### src/rtl/uart_rx_byte_if.sv
// uart_rx_byte_if: bundles the serial line, baud select and receive results
// of the 8N1 UART receiver.
//   uart_rx   : serial input, idle high (driven by master)
//   Buad_set  : baud select, same encoding as the byte transmitter
//   data_byte : last correctly received byte
//   Rx_done   : one-cycle strobe when data_byte updates
//   frame_err : one-cycle strobe when the stop bit reads low
//   rx_busy   : high while a frame is being received
interface uart_rx_byte_if;
    logic       uart_rx;
    logic [2:0] Buad_set;
    logic [7:0] data_byte;
    logic       Rx_done;
    logic       frame_err;
    logic       rx_busy;

    modport master (
        output uart_rx,
        output Buad_set,
        input  data_byte,
        input  Rx_done,
        input  frame_err,
        input  rx_busy
    );

    modport slave (
        input  uart_rx,
        input  Buad_set,
        output data_byte,
        output Rx_done,
        output frame_err,
        output rx_busy
    );
endinterface

### src/rtl/uart_rx_byte.sv
// uart_rx_byte: 8N1 UART receiver, LSB first, 16x oversampled with a
// three-sample majority vote per bit.
//   clk    : system clock
//   rst_n  : asynchronous active-low reset
//   rx_if  : slave side of uart_rx_byte_if (serial in, baud select,
//            received byte, done / framing-error strobes, busy)
// Baud select: 0=9600, 1=19200, 2=38400, 3=57600, 4=115200, 5..7=9600.
module uart_rx_byte #(
    parameter int unsigned CLK_FREQ   = 50000000,
    parameter int unsigned OVERSAMPLE = 16
) (
    input  logic          clk,
    input  logic          rst_n,
    uart_rx_byte_if.slave rx_if
);

    localparam logic [8:0] DIV_9600   = 9'(CLK_FREQ / (9600   * OVERSAMPLE));
    localparam logic [8:0] DIV_19200  = 9'(CLK_FREQ / (19200  * OVERSAMPLE));
    localparam logic [8:0] DIV_38400  = 9'(CLK_FREQ / (38400  * OVERSAMPLE));
    localparam logic [8:0] DIV_57600  = 9'(CLK_FREQ / (57600  * OVERSAMPLE));
    localparam logic [8:0] DIV_115200 = 9'(CLK_FREQ / (115200 * OVERSAMPLE));

    typedef enum logic [2:0] {
        S_IDLE,
        S_START,
        S_DATA,
        S_STOP,
        S_WAIT_HIGH
    } state_t;

    state_t     state_q;
    logic       sync1_q, sync2_q, prev_q;
    logic [8:0] div_q;
    logic [8:0] div_d;
    logic [8:0] div_cnt_q;
    logic [3:0] samp_q;
    logic [2:0] bit_idx_q;
    logic       s7_q, s8_q;
    logic [7:0] shift_q;
    logic [7:0] data_q;
    logic       done_q, ferr_q, busy_q;

    logic       start_det;
    logic       phase_run;
    logic       tick;
    logic       vote;

    // Two-flop synchronizer plus one extra stage for falling-edge detection.
    // Reset to the idle level so release never looks like a start edge.
    always_ff @(posedge clk or negedge rst_n) begin
        if (!rst_n) begin
            sync1_q <= 1'b1;
            sync2_q <= 1'b1;
            prev_q  <= 1'b1;
        end else begin
            sync1_q <= rx_if.uart_rx;
            sync2_q <= sync1_q;
            prev_q  <= sync2_q;
        end
    end

    always_comb begin
        div_d = DIV_9600;
        case (rx_if.Buad_set)
            3'd1:    div_d = DIV_19200;
            3'd2:    div_d = DIV_38400;
            3'd3:    div_d = DIV_57600;
            3'd4:    div_d = DIV_115200;
            default: div_d = DIV_9600;
        endcase
    end

    always_comb begin
        start_det = (state_q == S_IDLE) && prev_q && !sync2_q;
        phase_run = state_q inside {S_START, S_DATA, S_STOP};
        tick      = phase_run && (div_cnt_q == div_q - 9'd1);
        // Third sample is the live synchronized line at tick 9.
        vote      = (s7_q & s8_q) | (s7_q & sync2_q) | (s8_q & sync2_q);
    end

    always_ff @(posedge clk or negedge rst_n) begin
        if (!rst_n) begin
            state_q   <= S_IDLE;
            div_q     <= DIV_9600;
            div_cnt_q <= '0;
            samp_q    <= '0;
            bit_idx_q <= '0;
            s7_q      <= 1'b1;
            s8_q      <= 1'b1;
            shift_q   <= '0;
            data_q    <= '0;
            done_q    <= 1'b0;
            ferr_q    <= 1'b0;
            busy_q    <= 1'b0;
        end else begin
            done_q <= 1'b0;
            ferr_q <= 1'b0;

            // Divider only runs inside a frame; it restarts from 0 on the
            // start edge because IDLE holds it there.
            if (!phase_run || tick) begin
                div_cnt_q <= '0;
            end else begin
                div_cnt_q <= div_cnt_q + 9'd1;
            end

            if (tick) begin
                samp_q <= samp_q + 4'd1;
                if (samp_q == 4'd7) s7_q <= sync2_q;
                if (samp_q == 4'd8) s8_q <= sync2_q;
            end

            case (state_q)
                S_IDLE: begin
                    samp_q    <= '0;
                    bit_idx_q <= '0;
                    if (start_det) begin
                        state_q <= S_START;
                        div_q   <= div_d;
                        busy_q  <= 1'b1;
                    end
                end
                S_START: begin
                    if (tick && samp_q == 4'd9 && vote) begin
                        state_q <= S_IDLE;
                        busy_q  <= 1'b0;
                    end else if (tick && samp_q == 4'd15) begin
                        state_q   <= S_DATA;
                        bit_idx_q <= '0;
                    end
                end
                S_DATA: begin
                    if (tick && samp_q == 4'd9) begin
                        shift_q[bit_idx_q] <= vote;
                    end
                    if (tick && samp_q == 4'd15) begin
                        if (bit_idx_q == 3'd7) begin
                            state_q <= S_STOP;
                        end else begin
                            bit_idx_q <= bit_idx_q + 3'd1;
                        end
                    end
                end
                S_STOP: begin
                    // Decided mid stop bit so a back-to-back start edge is
                    // seen right after a single stop bit.
                    if (tick && samp_q == 4'd9) begin
                        if (vote) begin
                            data_q  <= shift_q;
                            done_q  <= 1'b1;
                            state_q <= S_IDLE;
                            busy_q  <= 1'b0;
                        end else begin
                            ferr_q  <= 1'b1;
                            state_q <= S_WAIT_HIGH;
                        end
                    end
                end
                S_WAIT_HIGH: begin
                    if (sync2_q) begin
                        state_q <= S_IDLE;
                        busy_q  <= 1'b0;
                    end
                end
                default: begin
                    state_q <= S_IDLE;
                    busy_q  <= 1'b0;
                end
            endcase
        end
    end

    assign rx_if.data_byte = data_q;
    assign rx_if.Rx_done   = done_q;
    assign rx_if.frame_err = ferr_q;
    assign rx_if.rx_busy   = busy_q;

endmodule

### src/flat_wrapper.sv
// flat-port wrapper written by rule: the top's interface ports become plain ports
module uart_rx_byte_flat 
#(
    parameter int unsigned CLK_FREQ   = 50000000,
    parameter int unsigned OVERSAMPLE = 16
)
  (clk, rst_n, rx_if_uart_rx, rx_if_Buad_set, rx_if_data_byte, rx_if_Rx_done, rx_if_frame_err, rx_if_rx_busy);
  uart_rx_byte_if rx_if_i ();
  input  logic clk;
  input  logic rst_n;
  input wire logic [$bits(rx_if_i.uart_rx)-1:0] rx_if_uart_rx;
  input wire logic [$bits(rx_if_i.Buad_set)-1:0] rx_if_Buad_set;
  output wire logic [$bits(rx_if_i.data_byte)-1:0] rx_if_data_byte;
  output wire logic [$bits(rx_if_i.Rx_done)-1:0] rx_if_Rx_done;
  output wire logic [$bits(rx_if_i.frame_err)-1:0] rx_if_frame_err;
  output wire logic [$bits(rx_if_i.rx_busy)-1:0] rx_if_rx_busy;
  assign rx_if_i.uart_rx = rx_if_uart_rx;
  assign rx_if_i.Buad_set = rx_if_Buad_set;
  assign rx_if_data_byte = rx_if_i.data_byte;
  assign rx_if_Rx_done = rx_if_i.Rx_done;
  assign rx_if_frame_err = rx_if_i.frame_err;
  assign rx_if_rx_busy = rx_if_i.rx_busy;
  uart_rx_byte #(.CLK_FREQ(CLK_FREQ), .OVERSAMPLE(OVERSAMPLE)) u_core (.clk(clk), .rst_n(rst_n), .rx_if(rx_if_i));
endmodule
### config.mk
export PLATFORM = sky130hd
export DESIGN_NAME = uart_rx_byte_flat
export DESIGN_NICKNAME = d
export VERILOG_FILES = /design/src/rtl/uart_rx_byte_if.sv /design/src/rtl/uart_rx_byte.sv /design/src/flat_wrapper.sv
export SDC_FILE = /design/constraint.sdc
export NUM_CORES = 1
export LEC_CHECK = 0
export ABC_AREA = 1
export CAP_MARGIN = 20
export CORE_AREA = 2 2 70 72
export CTS_BUF_LIST = sky130_fd_sc_hd__clkbuf_16
export CTS_CLUSTER_SIZE = 16
export DETAILED_ROUTE_END_ITERATION = 12
export DIE_AREA = 0 0 72 74
export MAX_ROUTING_LAYER = met4
export PLACE_DENSITY = 0.85
export SETUP_SLACK_MARGIN = 0.02
export SYNTH_ARGS = -nofsm -noshare
export SYNTH_HDL_FRONTEND = slang
export SYNTH_SLANG_ARGS = --single-unit
### constraint.sdc
create_clock -name clk -period 4.55 [get_ports clk]
set_input_delay 0.455 -clock clk [delete_from_list [all_inputs] [get_ports clk]]
set_output_delay 0.455 -clock clk [all_outputs]
set_load 0.01 [all_outputs]
Yosys cells after proc, flatten, opt, wreduce, memory -nomap -nowiden
Cells that the tools add are included.
Widths: inputs -> output; s select.
{"block": "totals", "regBits": 52}
{"block": "classes", "n_addsub": 4, "magnitude_cmp": 2, "n_eq_ne": 25, "n_mux": 33, "bitwise_logic": 6, "n_reduce_logical": 22}
{"operator": "$mux 3", "count": 12}
{"operator": "$pmux 9 s4", "count": 1}
{"operator": "$pmux 3 s5", "count": 1}
{"operator": "$ne 2x2->1 const B", "count": 7}
{"operator": "$eq 3x2->1 const B", "count": 4}
{"operator": "$eq 4x4->1 const B", "count": 3}
{"operator": "$mux 1", "count": 12}
{"operator": "$reduce_and 6->1", "count": 2}
{"operator": "$add 9x1->9 const B", "count": 1}
{"operator": "$eq 3x3->1 const B", "count": 3}
{"operator": "$eq 9x9->1", "count": 1}
{"operator": "$mux 9", "count": 1}
{"operator": "$pmux 3 s3", "count": 1}
{"operator": "$sub 9x1->9 const B", "count": 1}
{"operator": "$bwmux 8", "count": 1}
{"operator": "$mux 4", "count": 2}
{"operator": "$reduce_and 2->1", "count": 4}
{"operator": "$logic_and 1x1->1", "count": 7}
{"operator": "$eq 3x1->1 const B", "count": 2}
{"operator": "$ne 2x1->1 const B", "count": 3}
{"operator": "$reduce_bool 3->1", "count": 2}
{"operator": "$pmux 1 s5", "count": 1}
{"operator": "$reduce_and 5->1", "count": 1}
{"operator": "$add 4x1->4 const B", "count": 1}
{"operator": "14 further kinds", "count": 18}

Longest topological paths before layout
{"block": "logic_depth", "ltp_word": 7, "depth_mapped": 16, "ltp_nobuf": 16}

Worst setup path before layout
OpenSTA, ideal clock, no wires.
{"block": "synth_timing", "kind": "register to register", "startpoint": "reg u_core.div_q[0]", "endpoint": "reg u_core.bit_idx_q[1]", "setup_ps": 117, "arrival_ps": 1978, "setup_slack_ps": 2455, "stages_incl_launch_ff": 14, "path_buffers": 0, "path_cell_list": "dfstp_2 > inv_2 > ha_1 > xnor2_1 > nor2_1 > nand3_2 > nor2_4 > nand3_4 > nor2_4 > inv_1 > nand2_2 > nand3_2 > nand2_1 > nand2_1"}
{"block": "synth_between", "elab_chain_cells": 7, "elab_cells_between_ends": 10, "cone_classes": "add/sub (1); eq/ne (4); reduce/logical (5)"}
{"element": "start: declaration", "line": "uart_rx_byte.sv:33", "rtl": "logic [8:0] div_q;"}
{"element": "start signal: assignment", "line": "uart_rx_byte.sv:119", "rtl": "div_q <= div_d;"}
{"element": "$sub 9x1->9 (*)", "line": "uart_rx_byte.sv:76", "rtl": "tick = phase_run && (div_cnt_q == div_q - 9'd1);"}
{"element": "$eq 9x9->1 (*)", "line": "uart_rx_byte.sv:76"}
{"element": "$logic_and 1x1->1 (*)", "line": "uart_rx_byte.sv:76"}
{"element": "$logic_and 1x1->1 (2 in a row)", "line": "uart_rx_byte.sv:124", "rtl": "if (tick && samp_q == 4'd9 && vote) begin"}
{"element": "$ne 2x2->1 (no line)"}
{"element": "$reduce_and 5->1 (no line) (*)"}
{"element": "end signal: assignment", "line": "uart_rx_byte.sv:140", "rtl": "bit_idx_q <= bit_idx_q + 3'd1;"}
{"element": "end: declaration", "line": "uart_rx_byte.sv:37", "rtl": "logic [2:0] bit_idx_q;"}
Every way passes the cells marked *; elsewhere a longest branch is shown, timed or not.
A chain may end at the register's enable or synchronous reset.

Final worst setup path
{"block": "layout_timing", "startpoint": "reg u_core.div_q[0]", "endpoint": "reg u_core.div_cnt_q[3]"}
{"block": "layout_between", "elab_chain_cells": 5}
{"element": "$sub 9x1->9", "line": "uart_rx_byte.sv:76"}
{"element": "$eq 9x9->1", "line": "uart_rx_byte.sv:76"}
{"element": "$logic_and 1x1->1", "line": "uart_rx_byte.sv:76"}
{"element": "$logic_or 1x1->1", "line": "uart_rx_byte.sv:101", "rtl": "if (!phase_run || tick) begin"}
{"element": "$mux 9", "line": "uart_rx_byte.sv:101"}
{"element": "end signal: assignment", "line": "uart_rx_byte.sv:104", "rtl": "div_cnt_q <= div_cnt_q + 9'd1;"}
{"element": "end: declaration", "line": "uart_rx_byte.sv:35", "rtl": "logic [8:0] div_cnt_q;"}
Every way passes these cells.

==> impl_metrics.env <==
export IMPL_status="completed"
export IMPL_finalClockSkew_ns=0.00622
export IMPL_path_class="reg -> reg"
export IMPL_leakage_uw=0.00160
export IMPL_drv_cap=0
export IMPL_cp_required_ns=4.68
export IMPL_h_tree_depth=2
export IMPL_dp_cells=425
export IMPL_synth_cell_types=36
export IMPL_ff2ff_setup_slack_ns=2.20
export IMPL_cts_tree="done"
export IMPL_post_cts_buffers=0
export IMPL_syn2layout_area_growth_pct=14.4
export IMPL_antenna_found_initial=0
export IMPL_min_path_type="in -> async"
export IMPL_grt_pass1_vias=2330
export IMPL_overflow=0
export IMPL_avgSynthCellArea_um2=8.03
export IMPL_setup_viol=0
export IMPL_reg2reg_depth=9
export IMPL_multi_input_area_um2=1360
export IMPL_io_pins=17
export IMPL_cts_hold_buf=0
export IMPL_port_buffers=16
export IMPL_wl_mm=5.77
export IMPL_startpoint="u_core.div_q[0]$_DFFE_PN1P_"
export IMPL_crit_family="compound AO/OA/AOI/OAI gates"
export IMPL_grt_busiest_layer="met2"
export IMPL_critPathMaxStageDelay_ns=0.59
export IMPL_drt_iter0_drc=143
export IMPL_fillerInstances=371
export IMPL_dieArea_um2=5330
export IMPL_path_depth=9
export IMPL_antenna_cells=0
export IMPL_grt_pass1_wl_mm=10.2
export IMPL_cts_resized=0
export IMPL_reg2reg_to="u_core.div_cnt_q[3]$_DFF_PN0_"
export IMPL_num_rows=25
export IMPL_drt_wirelength_per_cell_um=13.3
export IMPL_first_pass_iters=5
export IMPL_start_util=0.622
export IMPL_hold_viol=0
export IMPL_clock_latency_ns=0.29
export IMPL_gr_usage_met1=0.321
export IMPL_crit_slowest_cell="o21ai_1"
export IMPL_cp_end_kind="flip-flop"
export IMPL_core_um2=4600
export IMPL_syn_area_um2=2860
export IMPL_yosysSeqAreaShare=0.459
export IMPL_startpoint_type="flip-flop"
export IMPL_crit_chain="inv_2 -> ha_1 -> xnor2_1 -> nor2_1 -> nand3_1 -> nor2_1 -> nand2_1 -> o21ai_1 -> nor3b_1"
export IMPL_cts_made_buffers=5
export IMPL_fin_cells=433
export IMPL_tightestPinTransition_ns=0.746
export IMPL_grtUsageMet3=0.0393
export IMPL_synth_fp_nets=369
export IMPL_maxSlewHeadroom=0.500
export IMPL_vdd_ir_drop_max_v=0.000350
export IMPL_die_h_um=74
export IMPL_clockBufferDepth=2
export IMPL_rsz0062_at_grt="no"
export IMPL_regArea_um2=1310
export IMPL_cp_endpoint="u_core.div_cnt_q[3]$_DFF_PN0_"
export IMPL_syn_instance_count=356
export IMPL_fmax_ghz=0.426
export IMPL_nets=391
export IMPL_power_density_nw_per_um2=524
export IMPL_die_w_um=72
export IMPL_crit_fanout=9
export IMPL_maxSlewViolCount=0
export IMPL_gp_congestion=0.849
export IMPL_clk_pin_slew_ns=0.07
export IMPL_root_buffer="clkbuf_16"
export IMPL_vias=2382
export IMPL_gr_usage_all_layers=0.251
export IMPL_synth_seq_cells=52
export IMPL_tns_ns=0
export IMPL_crit_top_cell="nor2_1"
export IMPL_period_share=0.516
export IMPL_ant_nets=0
export IMPL_fin_crit_ns=2.35
export IMPL_grt_start_max_net_pins=53
export IMPL_cts_sinks=52
export IMPL_vias_per_cell=5.50
export IMPL_use_met2=0.416
export IMPL_route_detailed_drc=0
export IMPL_drive_gt1_frac=0.127
export IMPL_dp_hpwl_mm=4.08
export IMPL_rr_startpoint="u_core.div_q[0]$_DFFE_PN1P_"
export IMPL_cp_buffers_inverters=1
export IMPL_worstPathArrival_ns=2.48
export IMPL_whs_ns=0.273
export IMPL_yosys_warnings=0
[worst min path at each step]
stage | to | cells past startpoint | startpoint
3_3_place_gp | u_core.sync2_q$_DFF_PN1_ | 0 | u_core.sync1_q$_DFF_PN1_
5_1_grt | u_core.div_q[1]$_DFFE_PN0P_ | 2 | rst_n
6_report | u_core.div_cnt_q[7]$_DFF_PN0_ | 2 | rst_n
4_1_cts | u_core.div_q[4]$_DFFE_PN0P_ | 2 | rst_n
3_5_place_dp | u_core.sync2_q$_DFF_PN1_ | 0 | u_core.sync1_q$_DFF_PN1_
2_1_floorplan | u_core.bit_idx_q[0]$_DFFE_PN0P_ | 0 | rst_n
[logic make-up (layout without fill, tap and decap cells)]
logic type | Yosys count | count (layout) | share of synthesized area
xor gates and xnor gates | 12 | 12 | 0.0368
AOI/OAI and AO/OA | 31 | 31 | 0.0613
DFF | 52 | 52 | 0.459
buffers and inverters | 48 | 71 | 0.0661
adders and majority gates | 8 | 8 | 0.0341
and+or+nand+nor | 205 | 205 | 0.343
[sequential cells by signal, summed over array words and instances (netlist names), 3 cells and up]
signal / flops
u_core.bit_idx_q: 3
u_core.state_q: 3
u_core.div_cnt_q: 9
u_core.rx_if.data_byte: 8
u_core.div_q: 9
u_core.samp_q: 4
u_core.shift_q: 8
[area by class of cell]
type,count,share of cell area
clock buffers,5,0.0383
well taps,54,0.0207
clock inverters,3,0.0195
multi-input cells,256,0.415
flip-flops and latches,52,0.401
inverters,46,0.0551
repair buffers,17,0.0498
[metal layers]
layer | vias to the layer above | routed length [um]
met1 | 1144 | 2590
li1 | 1179 | -
met4 | 0 | 67
met3 | 7 | 215
met2 | 52 | 2890
met5 | - | 0
[power breakdown]
part / internal [uW] / total (uW) / leakage (uW) / switching [uW]
registers: 549 / 636 / 0.000678 / 87.6
logic: 210 / 604 / 0.000829 / 394
clock network: 313 / 473 / 0.0000952 / 160
total: 1070 / 1710 / 0.00160 / 642
[cells in the final DEF, fill, tap and decap left out, types with 5 or more instances in the layout]
cell type	instances
a21oi_1	9
xor2_1	7
dfstp_2	9
ha_1	7
nor2_1	40
nand4_1	10
inv_1	39
clkbuf_16	5
dfrtp_1	43
nand3_1	18
o22ai_1	5
nand2_1	105
nand2_2	6
clkdlybuf4s50_1	15
o21ai_1	8
nor3_1	5
xnor2_1	5
inv_2	6
[per-stage QoR]
stage / setup WS [ns] / power [uW] / cell area (um2) / utilization
after floorplan: 2.46 / 1100 / 2860 / -
after global placement: 2.30 / 1210 / 3080 / 0.670
after detailed placement: 2.25 / 1230 / 3080 / 0.670
after CTS: 2.20 / 1710 / 3270 / 0.711
after global routing: 1.98 / 1830 / 3270 / 0.711
final: 2.20 / 1710 / 3270 / 0.711
[synthesized netlist by cell type, drive strengths merged]
master / count / area [um2]
nand2: 111 / 432
nor2: 48 / 220
inv: 45 / 171
dfrtp: 43 / 1080
nand3: 23 / 155
nand4: 12 / 96.3
o21ai: 11 / 55.1
a21oi: 9 / 45.0
dfstp: 9 / 236
ha: 7 / 87.6
xor2: 7 / 61.3
nor3: 6 / 41.3
o22ai: 5 / 31.3
xnor2: 5 / 43.8
nor3b: 3 / 22.5
a22oi: 2 / 15.0
o21a: 2 / 15.0
a31oi: 1 / 6.26
and3: 1 / 6.26
buf: 1 / 5.00
clkbuf: 1 / 3.75
clkinv: 1 / 8.76
maj3: 1 / 10.0
nor4: 1 / 6.26
o21bai: 1 / 7.51
(Power assumes the default switching activity.)
